--- config.mk ---
export PLATFORM = sky130hd
export DESIGN_NAME = uart_tx_serializer_flat
export DESIGN_NICKNAME = d
export VERILOG_FILES = /design/src/rtl/uart_tx_serializer_if.sv /design/src/rtl/uart_tx_serializer.sv /design/src/flat_wrapper.sv
export SDC_FILE = /design/constraint.sdc
export NUM_CORES = 1
export LEC_CHECK = 0
export CORE_MARGIN = 2
export CORE_UTILIZATION = 33
export CTS_BUF_LIST = sky130_fd_sc_hd__clkbuf_8
export CTS_CLUSTER_SIZE = 8
export DETAILED_ROUTE_END_ITERATION = 6
export GPL_ROUTABILITY_DRIVEN = 0
export PLACE_DENSITY = 0.5
export SKIP_LAST_GASP = 1
export SLEW_MARGIN = 20
export SYNTH_ARGS = -nofsm -noshare
export SYNTH_HDL_FRONTEND = slang
export SYNTH_SLANG_ARGS = --single-unit
--- constraint.sdc ---
create_clock -name clk -period 7.1 [get_ports clk]
set_input_delay 1.065 -clock clk [delete_from_list [all_inputs] [get_ports clk]]
set_output_delay 1.065 -clock clk [all_outputs]
set_load 0.02 [all_outputs]
--- src/rtl/uart_tx_serializer_if.sv ---
// ---------------------------------------------------------------------------
// uart_tx_serializer_if
// Read-side link between the TX FIFO and the UART transmit shift engine.
//   fifo_dout  : head byte of the FIFO. It is show-ahead and combinational,
//                and it is only meaningful while fifo_empty is low.
//   fifo_empty : FIFO has nothing to send.
//   fifo_rd_en : one-clk pop strobe issued by the serializer.
// Modports:
//   master : serializer side (consumes dout/empty, drives rd_en)
//   slave  : FIFO side (drives dout/empty, consumes rd_en)
// ---------------------------------------------------------------------------
interface uart_tx_serializer_if;
  logic [7:0] fifo_dout;
  logic       fifo_empty;
  logic       fifo_rd_en;

  modport master (
    input  fifo_dout,
    input  fifo_empty,
    output fifo_rd_en
  );

  modport slave (
    output fifo_dout,
    output fifo_empty,
    input  fifo_rd_en
  );
endinterface

--- src/rtl/uart_tx_serializer.sv ---
// ---------------------------------------------------------------------------
// uart_tx_serializer
// Drains the TX FIFO and serializes each byte onto txd in 16550 framing.
// The frame is: a start bit, 5-8 data bits sent LSB first, an optional
// parity bit, then 1, 1.5 or 2 stop bits.
// Ports:
//   clk, rst   : system clock, asynchronous active-high reset
//   baud_tick  : oversample enable, OVERSAMPLE pulses per bit time
//   fifo       : FIFO read port (head byte, empty flag, pop strobe)
//   wls        : word length, 00=5 .. 11=8 data bits
//   stb        : stop bits, 0=1, 1=2 (1.5 when wls=00)
//   pen        : parity enable
//   eps        : even parity select
//   stick_par  : stick parity (the parity bit is ~eps)
//   break_ctl  : holds txd low while it is high
//   txd        : serial line, idle high
//   tx_busy    : a frame is in flight
//   tsr_empty  : shift engine is idle and the FIFO is empty
// ---------------------------------------------------------------------------
module uart_tx_serializer #(
  parameter int OVERSAMPLE = 16
) (
  input  logic                 clk,
  input  logic                 rst,
  input  logic                 baud_tick,
  uart_tx_serializer_if.master fifo,
  input  logic [1:0]           wls,
  input  logic                 stb,
  input  logic                 pen,
  input  logic                 eps,
  input  logic                 stick_par,
  input  logic                 break_ctl,
  output logic                 txd,
  output logic                 tx_busy,
  output logic                 tsr_empty
);

  // The tick counter must hold the longest bit, which is two stop bits.
  localparam int TW = $clog2(2 * OVERSAMPLE);

  typedef enum logic [2:0] {IDLE, START, DATA, PARITY, STOP} state_t;

  state_t          state;
  logic [TW-1:0]   tick_cnt;
  logic [2:0]      bit_cnt;
  logic [2:0]      bit_last;
  logic [7:0]      shift_reg;
  logic            par_en;
  logic            par_bit;
  logic [TW-1:0]   stop_last;
  logic            line_level;

  logic [7:0]      ld_data;
  logic            ld_par;
  logic [TW-1:0]   ld_stop_last;
  logic            bit_end;
  logic            stop_end;
  logic            pop;

  // Everything that gets captured at load time is derived here.
  // A byte popped in IDLE and a byte popped back-to-back at the end of STOP
  // therefore see exactly the same configuration snapshot. Masking the data
  // to the word length keeps the unsent upper bits out of the parity.
  always_comb begin
    ld_data      = fifo.fifo_dout & (8'hFF >> (2'd3 - wls));
    ld_par       = stick_par ? ~eps : (eps ? ^ld_data : ~^ld_data);
    ld_stop_last = TW'(OVERSAMPLE - 1);
    if (stb) begin
      ld_stop_last = (wls == 2'b00) ? TW'((3 * OVERSAMPLE) / 2 - 1)
                                    : TW'(2 * OVERSAMPLE - 1);
    end
    bit_end  = baud_tick && (tick_cnt == TW'(OVERSAMPLE - 1));
    stop_end = baud_tick && (tick_cnt == stop_last);
    pop      = !rst && !fifo.fifo_empty &&
               ((state == IDLE) || ((state == STOP) && stop_end));
  end

  assign fifo.fifo_rd_en = pop;

  // line_level is the level the FSM wants on the line. txd is that level,
  // overridden by break, registered. Any branch that moves line_level also
  // writes txd with the new value, so the line changes on the same edge.
  always_ff @(posedge clk or posedge rst) begin
    if (rst) begin
      state      <= IDLE;
      tick_cnt   <= '0;
      bit_cnt    <= '0;
      bit_last   <= '0;
      shift_reg  <= '0;
      par_en     <= 1'b0;
      par_bit    <= 1'b0;
      stop_last  <= '0;
      line_level <= 1'b1;
      txd        <= 1'b1;
      tx_busy    <= 1'b0;
      tsr_empty  <= 1'b1;
    end else begin
      tsr_empty <= (state == IDLE) && fifo.fifo_empty;
      txd       <= ~break_ctl & line_level;
      if (pop) begin
        shift_reg  <= ld_data;
        par_en     <= pen;
        par_bit    <= ld_par;
        stop_last  <= ld_stop_last;
        bit_last   <= {1'b0, wls} + 3'd4;
        bit_cnt    <= '0;
        tick_cnt   <= '0;
        tx_busy    <= 1'b1;
        state      <= START;
        line_level <= 1'b0;
        txd        <= 1'b0;
      end else begin
        case (state)
          IDLE: begin
            tick_cnt <= '0;
          end
          START: begin
            if (bit_end) begin
              tick_cnt   <= '0;
              state      <= DATA;
              line_level <= shift_reg[0];
              txd        <= ~break_ctl & shift_reg[0];
            end else if (baud_tick) begin
              tick_cnt <= tick_cnt + 1'b1;
            end
          end
          DATA: begin
            if (bit_end) begin
              tick_cnt <= '0;
              if (bit_cnt == bit_last) begin
                state      <= par_en ? PARITY : STOP;
                line_level <= par_en ? par_bit : 1'b1;
                txd        <= ~break_ctl & (par_en ? par_bit : 1'b1);
              end else begin
                shift_reg  <= shift_reg >> 1;
                bit_cnt    <= bit_cnt + 3'd1;
                line_level <= shift_reg[1];
                txd        <= ~break_ctl & shift_reg[1];
              end
            end else if (baud_tick) begin
              tick_cnt <= tick_cnt + 1'b1;
            end
          end
          PARITY: begin
            if (bit_end) begin
              tick_cnt   <= '0;
              state      <= STOP;
              line_level <= 1'b1;
              txd        <= ~break_ctl;
            end else if (baud_tick) begin
              tick_cnt <= tick_cnt + 1'b1;
            end
          end
          STOP: begin
            // When the FIFO still has data, the pop branch above takes over
            // on this edge. Reaching here at stop_end means the FIFO is empty.
            if (stop_end) begin
              tick_cnt <= '0;
              state    <= IDLE;
              tx_busy  <= 1'b0;
            end else if (baud_tick) begin
              tick_cnt <= tick_cnt + 1'b1;
            end
          end
          default: begin
            state      <= IDLE;
            line_level <= 1'b1;
            tx_busy    <= 1'b0;
          end
        endcase
      end
    end
  end

endmodule

--- src/flat_wrapper.sv ---
// flat-port wrapper written by rule: the top's interface ports become plain ports
module uart_tx_serializer_flat 
#(
  parameter int OVERSAMPLE = 16
)
  (clk, rst, baud_tick, wls, stb, pen, eps, stick_par, break_ctl, txd, tx_busy, tsr_empty, fifo_fifo_dout, fifo_fifo_empty, fifo_fifo_rd_en);
  uart_tx_serializer_if fifo_i ();
  input  logic clk;
  input  logic rst;
  input  logic baud_tick;
  input  logic [1:0] wls;
  input  logic stb;
  input  logic pen;
  input  logic eps;
  input  logic stick_par;
  input  logic break_ctl;
  output logic txd;
  output logic tx_busy;
  output logic tsr_empty;
  input wire logic [$bits(fifo_i.fifo_dout)-1:0] fifo_fifo_dout;
  input wire logic [$bits(fifo_i.fifo_empty)-1:0] fifo_fifo_empty;
  output wire logic [$bits(fifo_i.fifo_rd_en)-1:0] fifo_fifo_rd_en;
  assign fifo_i.fifo_dout = fifo_fifo_dout;
  assign fifo_i.fifo_empty = fifo_fifo_empty;
  assign fifo_fifo_rd_en = fifo_i.fifo_rd_en;
  uart_tx_serializer #(.OVERSAMPLE(OVERSAMPLE)) u_core (.clk(clk), .rst(rst), .baud_tick(baud_tick), .fifo(fifo_i), .wls(wls), .stb(stb), .pen(pen), .eps(eps), .stick_par(stick_par), .break_ctl(break_ctl), .txd(txd), .tx_busy(tx_busy), .tsr_empty(tsr_empty));
endmodule
==> flow_metrics.tcl, run 1 <==
set metrics [dict create \
    final_common_cell "dfrtp_1" \
    drt-initial-drc-count 77 \
    regArea_um2 754 \
    power.leakage_nw 0.889 \
    setup_viol 0 \
    fillers 519 \
    syn_inst 174 \
    dp_hpwl_um 2830 \
    synthTopCellsByArea "dfrtp_1 40%, o21ai_0 4.7%, dfstp_2 4.6%, nor2_1 3.7%, xnor2_1 3.6%" \
    yosysSeqAreaShare_pct 44.3 \
    grt_max_degree 23 \
    crit_type "in2out" \
    largest_reg_flops 8 \
    status "finished, final reports clean" \
    slew_headroom_pct 32.9 \
    nets 219 \
    antenna_found_initial 0 \
    io_pins 23 \
    p_per_area_nw_per_um2 282 \
    cp_cell_sequence "clkdlybuf4s50_1 -> inv_1 -> a2111oi_4 -> o21ai_4 -> clkinv_4 -> clkdlybuf4s50_1" \
    cts.reportedPaths.clkPinSlew_ps 60 \
    clockBufferDepth 2 \
    path_max_fanout 22 \
    htreeDepth 2 \
    grt_usage_pct 14.6 \
    clk_latency_ps 280 \
    initial_core_util_pct 33.8 \
    clock-sinks 30 \
    multi_input_area_um2 875 \
    start_kind "input port" \
    antenna_cells 0 \
    routed_wl_um 3810 \
    cp.arrival_ps 3480 \
    rsz0062_at_grt "no" \
    ys_async_sr_fraction_pct 100 \
    die_y_um 75.9 \
    hold_class "reg2reg" \
    ys_seq_elements 30 \
    synth.distinct_cells 46 \
    max_stage_delay_ps 640 \
    crit_required_ps 6030 \
    grt_overflow 0 \
    setup_tns_ps 0 \
    first_pass_iters 4 \
    grt_pass1_vias 1317 \
    fp.dieW_um 75.9 \
    netlist_area_um2 1700 \
    drv_cap 0 \
    syn-num-nets 196 \
    cts-root-buf "clkbuf_8" \
    fin_skew_ps 7.64 \
    cts_made_buffers 5 \
    drt.antenna.violating_nets 0 \
    drv_slew 0 \
    synth_top_area_share_pct 39.6 \
    yosysWarnings 0 \
    ir_worst_vdd_mv 0.160 \
    dieArea_um2 5750 \
    synth_area_per_cell_um2 9.79 \
    holdBufCountCts 0 \
    drc 0 \
    r2r_slack_ps 4290 \
    post_drt_wl_per_cell_um 14.2 \
    area_growth_pct 21.7 \
    worst_pin_slew_ps 1010 \
    crit_path_frequent_cell "clkdlybuf4s50_1" \
    fin_util_pct 41.1 \
    cts_tree "yes" \
    core_area_um2 5040 \
    mostFrequentLayoutCells "27 x dfrtp_1, 22 x clkdlybuf4s50_1, 17 x nor2_1, 16 x o21ai_0, 13 x nand2_1" \
    cts_resized 0 \
    synth_top_area_cell "dfrtp_1" \
    fmax_ghz 0.220 \
    vias_per_cell 5.06 \
    dr_total_vias 1355 \
    drive_gt1_share_pct 11.1 \
    cp_slowest_cell "clkdlybuf4s50_1" \
    placement.io_buffers 22 \
    cts_setup_buffers 0 \
    endpoint_kind "output pin" \
    rows 26 \
    hold_viol 0 \
    ys.flop_type "dfrtp_1" \
    period_share_pct 64.0 \
    grt_pass1_wl_um 6290 \
    period_minus_slack_ps 4540 \
    synth_edf_count 0 \
]
## area by class of cell
class	count	area share, %
Clock buffer	6	3.98
Clock inverter	2	0.362
Inverter	9	1.87
Multi-Input combinational cell	128	42.2
Sequential cell	30	36.4
Tap cell	70	4.22
Timing Repair Buffer	23	11.0
## logic make-up (layout without fill, tap and decap cells)
kind of cell / Yosys count / in the layout / synth area share [%]
AOI/OAI and AO/OA: 56 / 56 / 23.5
xor gates and xnor gates: 12 / 12 / 6.97
adders and majority gates: 3 / 3 / 2.20
buffers and inverters: 16 / 40 / 4.77
DFF: 30 / 30 / 44.3
muxes: 5 / 5 / 3.16
and+or+nand+nor: 52 / 52 / 15.1
## critical path, delay by kind of cell
family | cells | cell delay (ps)
AO/OA/AOI/OAI | 2 | 780
buffers and inverters | 4 | 1630
## path summary, 6_finish.rpt
| kind | from | end | cells past startpoint |
|---|---|---|---|
| setup reg to reg | u_core.tick_cnt[0] | u_core.shift_reg[5] | 7 |
| hold / removal | u_core.shift_reg[3] | u_core.shift_reg[3] | 1 |
| hold reg to reg | u_core.shift_reg[3] | u_core.shift_reg[3] | 1 |
| min in group asynchronous | rst | u_core.tx_busy | 2 |
| max in group asynchronous | rst | u_core.line_level | 3 |
| setup / recovery | baud_tick | fifo_fifo_rd_en | 6 |
## power breakdown
| group | switching [W] | internal, W | leakage [nW] |
|---|---|---|---|
| registers | 0.0000441 | 0.000222 | 0.367 |
| clock network | 0.0000620 | 0.0000761 | 0.0538 |
| logic | 0.0000944 | 0.0000860 | 0.468 |
| total | 0.000201 | 0.000384 | 0.889 |
## synthesized netlist by cell type (2+ instances only)
cell	number
dfrtp_1	27
nor2_1	17
o21ai_0	16
nand2_1	13
a21oi_1	9
inv_1	8
xnor2_1	7
a21o_1	5
a22o_1	5
a31oi_1	5
and3_1	4
clkbuf_1	4
xor2_1	4
dfstp_2	3
ha_1	3
nand2b_1	3
a211oi_1	2
a221o_1	2
buf_6	2
mux2_2	2
mux2i_1	2
nand3b_1	2
nand4_1	2
nor3_1	2
o211ai_1	2
o21ai_2	2
or2_2	2
## routing by layer
layer,vias to the layer above,GRT usage (%),part of all wire [%]
li1,675,-,-
met3,4,3.57,2.7
met2,19,22.4,48
met5,-,0,0
met4,0,4.68,0.74
met1,657,20.2,48
## stage by stage
step	hold WS, ps	setup WS, ps	area, µm²	std cells	total power, W
floorplan	450	3620	1700	174	0.000397
global placement	460	2660	1980	260	0.000442
detailed placement	466	2590	1980	260	0.000450
CTS	480	2580	2070	268	0.000591
global route	503	2420	2070	268	0.000626
finish	478	2560	2070	268	0.000585
No activity file was read; power rests on OpenSTA's default activity.
==> run 2, diff against run 1 <==
--- a/config.mk
+++ b/config.mk
@@ -11,7 +11,7 @@
 export CTS_CLUSTER_SIZE = 8
 export DETAILED_ROUTE_END_ITERATION = 6
 export GPL_ROUTABILITY_DRIVEN = 0
-export PLACE_DENSITY = 0.5
+export PLACE_DENSITY = 0.51
 export SKIP_LAST_GASP = 1
 export SLEW_MARGIN = 20
 export SYNTH_ARGS = -nofsm -noshare
==> constraint.sdc (replaced) <==
create_clock -name clk -period 3.7 [get_ports clk]
set_input_delay 0.555 -clock clk [delete_from_list [all_inputs] [get_ports clk]]
set_output_delay 0.555 -clock clk [all_outputs]
set_load 0.02 [all_outputs]
==> run 2 against run 1 <==
  * Critical path depth unchanged
  * Global-route usage up 0.65 points
  * Flip-flop and latch count unchanged
  * Design area up 1.4%
  * Combinational power up 91%
  * Die area unchanged
  * Highest routed layer unchanged
  * First-iteration DRC count up 45%
  * Register-to-register slack worse by 3300 ps
  * Clock-buffer cell count up 2
  * Worst hold slack better by 7.2 ps
  * Sequential share of layout area down 0.50 points
  * Clock power up 120%
==> flow_metrics.tcl, run 2 (synthesis results as in run 1) <==
set metrics [dict create \
    status "finished, final reports clean" \
    r2r_slack_ps 1040 \
    setup_tns_ps 0 \
    holdBufCountCts 0 \
    fp.dieW_um 75.9 \
    power.leakage_nw 0.903 \
    drt-initial-drc-count 112 \
    period_share_pct 89.9 \
    cts-root-buf "clkbuf_8" \
    setup_viol 0 \
    p_int_w 0.000781 \
    clk_latency_ps 280 \
    grt_usage_pct 15.2 \
    post_drt_wl_per_cell_um 13.9 \
    fin_ws_ps 373 \
    combPwrFrac_pct 29.5 \
    largest_reg_flops 8 \
    grt_max_degree 26 \
    start_kind "input port" \
    p_per_area_nw_per_um2 554 \
    initial_core_util_pct 33.8 \
    rows 26 \
    first_pass_iters 4 \
    grt_pass1_vias 1343 \
    worst_hold_path.num_cells 1 \
    switchingPower_w 0.000385 \
    cts.reportedPaths.clkPinSlew_ps 60 \
    worst_pin_slew_ps 559 \
    io_pins 23 \
    cts_resized 0 \
    cp.arrival_ps 2770 \
    drv_slew 0 \
    drt.antenna.violating_nets 0 \
    clockPowerShare_pct 26.6 \
    clock-sinks 30 \
    dp_hpwl_um 2810 \
    dp_slack_ps 398 \
    drc 0 \
    endpoint_kind "output pin" \
    antenna_cells 0 \
    cts_tree "yes" \
    mostFrequentLayoutCells "27 x dfrtp_1, 22 x clkdlybuf4s50_1, 17 x nor2_1, 16 x o21ai_0, 13 x nand2_1" \
    fin_skew_ps 6.30 \
    vias_per_cell 5.01 \
    core_area_um2 5040 \
    ir_worst_vdd_mv 0.220 \
    area_growth_pct 23.3 \
    cts_setup_buffers 0 \
    slew_headroom_pct 62.5 \
    grt_pass1_wl_um 6510 \
    antenna_found_initial 0 \
    period_minus_slack_ps 3330 \
    clockBufferDepth 2 \
    grt_overflow 0 \
    placement.io_buffers 22 \
    rr_worst_depth 7 \
    drv_cap 0 \
    die_y_um 75.9 \
    crit_required_ps 3140 \
    htreeDepth 2 \
    drive_gt1_share_pct 12.5 \
    path_max_fanout 9 \
    dr_total_vias 1354 \
    p_sw_share_pct 33.0 \
    fmax_ghz 0.301 \
    routed_wl_um 3770 \
    dieArea_um2 5750 \
    final_common_cell "dfrtp_1" \
    hold_viol 0 \
    p_seq_share_pct 43.9 \
    nets 221 \
    rsz0062_at_grt "no" \
    hold_class "reg2reg" \
    cts_made_buffers 5 \
    crit_type "in2out" \
]
==> run 2: final timing paths <==
kind	from	end
worst max-delay path	baud_tick	fifo_fifo_rd_en
worst min register to register	u_core.shift_reg[4]	u_core.shift_reg[4]
worst min-delay path	u_core.shift_reg[4]	u_core.shift_reg[4]
max in group asynchronous	rst	u_core.line_level
min in group asynchronous	rst	u_core.tx_busy
worst max register to register	u_core.stop_last[2]	u_core.shift_reg[6]
==> run 2: power groups by stage <==
stage	Clock (W)	Combinational [W]	Sequential, W
floorplan	0	0.000275	0.000488
global placement	0	0.000337	0.000514
detailed placement	0	0.000348	0.000516
CTS	0.000322	0.000348	0.000511
global route	0.000338	0.000395	0.000527
finish	0.000310	0.000343	0.000511
==> run 2: layout make-up <==
type                       instances  area, µm²
clock buffer                       8        110
fill                             482       2940
inverter                           9       38.8
multi-input combinational        128        868
sequential                        30        754
tap                               70       87.6
timing repair buffer              25        243
==> run 2: metal layers <==
layer / track usage, % / part of all wire, % / up-vias / routed length, µm
met5: 0 / 0 / - / 0
met4: 4.29 / 0.48 / 0 / 18
met3: 4.37 / 4.4 / 2 / 167
met2: 23.1 / 47 / 31 / 1770
met1: 21.2 / 48 / 648 / 1820
li1: - / - / 673 / -
==> run 2: stage by stage <==
step / std cells / area (µm²) / power [W] / hold slack (ps) / utilization (%)
finish: 270 / 2100 / 0.00117 / 485 / 41.7
global route: 270 / 2100 / 0.00126 / 495 / 41.7
CTS: 270 / 2100 / 0.00118 / 488 / 41.7
detailed placement: 262 / 1990 / 0.000864 / 474 / 39.5
global placement: 262 / 1990 / 0.000850 / 460 / 39.5
floorplan: 174 / 1700 / 0.000763 / 450 / -
==> run 2: critical path, cell delays in order <==
cell,delay (ps)
clkdlybuf4s50_1,620
inv_1,140
a2111oi_4,590
o21ai_4,170
clkinv_4,80
clkdlybuf4s50_1,590
==> edit, RTL diff (settings of run 2) <==
Register the output `txd` once more, with the module's reset; this adds one clock of latency there. The other outputs are not delayed to match.
--- a/src/rtl/uart_tx_serializer.sv
+++ b/src/rtl/uart_tx_serializer.sv
@@ -39,6 +39,8 @@
   localparam int TW = $clog2(2 * OVERSAMPLE);
 
   typedef enum logic [2:0] {IDLE, START, DATA, PARITY, STOP} state_t;
+
+  logic txd_s0;
 
   state_t          state;
   logic [TW-1:0]   tick_cnt;
@@ -91,12 +93,12 @@
       par_bit    <= 1'b0;
       stop_last  <= '0;
       line_level <= 1'b1;
-      txd        <= 1'b1;
+      txd_s0     <= 1'b1;
       tx_busy    <= 1'b0;
       tsr_empty  <= 1'b1;
     end else begin
       tsr_empty <= (state == IDLE) && fifo.fifo_empty;
-      txd       <= ~break_ctl & line_level;
+      txd_s0    <= ~break_ctl & line_level;
       if (pop) begin
         shift_reg  <= ld_data;
         par_en     <= pen;
@@ -108,7 +110,7 @@
         tx_busy    <= 1'b1;
         state      <= START;
         line_level <= 1'b0;
-        txd        <= 1'b0;
+        txd_s0     <= 1'b0;
       end else begin
         case (state)
           IDLE: begin
@@ -119,7 +121,7 @@
               tick_cnt   <= '0;
               state      <= DATA;
               line_level <= shift_reg[0];
-              txd        <= ~break_ctl & shift_reg[0];
+              txd_s0     <= ~break_ctl & shift_reg[0];
             end else if (baud_tick) begin
               tick_cnt <= tick_cnt + 1'b1;
             end
@@ -130,12 +132,12 @@
               if (bit_cnt == bit_last) begin
                 state      <= par_en ? PARITY : STOP;
                 line_level <= par_en ? par_bit : 1'b1;
-                txd        <= ~break_ctl & (par_en ? par_bit : 1'b1);
+                txd_s0     <= ~break_ctl & (par_en ? par_bit : 1'b1);
               end else begin
                 shift_reg  <= shift_reg >> 1;
                 bit_cnt    <= bit_cnt + 3'd1;
                 line_level <= shift_reg[1];
-                txd        <= ~break_ctl & shift_reg[1];
+                txd_s0     <= ~break_ctl & shift_reg[1];
               end
             end else if (baud_tick) begin
               tick_cnt <= tick_cnt + 1'b1;
@@ -146,7 +148,7 @@
               tick_cnt   <= '0;
               state      <= STOP;
               line_level <= 1'b1;
-              txd        <= ~break_ctl;
+              txd_s0     <= ~break_ctl;
             end else if (baud_tick) begin
               tick_cnt <= tick_cnt + 1'b1;
             end
@@ -172,5 +174,13 @@
     end
   end
 
+  always_ff @(posedge clk or posedge rst) begin
+    if (rst) begin
+      txd <= '0;
+    end else begin
+      txd <= txd_s0;
+    end
+  end
+
 endmodule
 
Function: changed (Yosys sat finds a counterexample within 4 cycles, from zero or initial values and one cycle with rst high).
==> edit against run 2 <==
Power fell by 5.8%; cell count up 3.7%; wire length rose by 4.9%; sequential share of layout area is 1.2 points higher; critical path depth decreased by 1; via count is 6.4% higher; highest routed layer unchanged; final area is essentially flat; worst setup slack improved by 0.12 ns; sequential cell count is 1 higher; area after synthesis is 2.3% higher.
==> edit: results (changes against run 2) <==
status: "finished clean"  # unchanged
ys_types: 49  # was 46
wl_met2_um: 1790  # was 1770 µm
worstHoldEndpoint: "u_core.txd"  # was u_core.shift_reg[4]
p_sw_mw: 0.370  # was 0.385 mW
hp-start: "u_core.txd_s0"  # was u_core.shift_reg[4]
grt_max_degree: 21  # was 26
reg2reg_slack_ns: 1.52  # was 1.04 ns
holdPathStages: 0  # was 1
grtUsageMet1_pct: 20.0  # was 21.2%
n_fill_cell: 530  # was 482
synthCells: 184  # was 174
nClkBuffers: 5  # was 8
path_max_fanout: 13  # was 9
dp.cells: 272  # was 262
grt_use_met2_pct: 22.2  # was 23.1%
critPathArrivalTime_ns: 2.65  # was 2.77 ns
multi_input_cells: 133  # was 128
ys_seq_area_share_pct: 44.7  # was 44.3%
reg2regPathDepth: 8  # was 7
clk_share_pct: 3.87  # was 5.24%
inverters_excl_clock: 13  # was 9
synthTopCellsByCount: "dfrtp_1, nand2_1, inv_1, o21ai_0, nor2_1"  # was dfrtp_1, nor2_1, o21ai_0
wl_met3_um: 165  # was 167 µm
drive_above_1_share_pct: 9.52  # was 12.5%
grt_pass1_vias: 1402  # was 1,343
r2r-start: "u_core.tick_cnt[0]"  # was u_core.stop_last[2]
grtUsageMet3_pct: 4.12  # was 4.37%
multi_input_area_share_pct: 41.0  # was 41.3%
peakVddDrop_v: 0.000168  # was 0.000220 V
regArea_um2: 779  # was 754 µm²
clock_skew_ns: 0.00549  # was 0.00630 ns
viasPerCell: 5.14  # was 5.01
fin_cells: 280  # was 270
drt_iter0_markers: 98  # was 112
nonClkBufAreaFrac_pct: 11.5  # about the same
[edit: cell families after synthesis]
logic type      Yosys count  synth area share [%]
mux                       1                 0.574
simple gates             64                  18.5
compound gates           54                  22.0
flops                    31                  44.7
fa+ha+maj                 3                  2.15
buf+inv                  20                  5.81
xor+xnor                 11                  6.31
[edit: stage by stage]
| stage | worst slack (ns) | utilization [%] | total power, mW | hold slack (ns) | instance area [µm²] |
|---|---|---|---|---|---|
| 2_1_floorplan | 1.53 | - | 0.763 | 0.379 | 1740 |
| 3_3_place_gp | 0.561 | 39.6 | 0.845 | 0.381 | 2020 |
| 3_5_place_dp | 0.529 | 39.6 | 0.854 | 0.382 | 2020 |
| 4_1_cts | 0.514 | 41.2 | 1.11 | 0.392 | 2100 |
| 5_1_grt | 0.343 | 41.2 | 1.19 | 0.393 | 2100 |
| 6_report | 0.491 | 41.2 | 1.10 | 0.390 | 2100 |
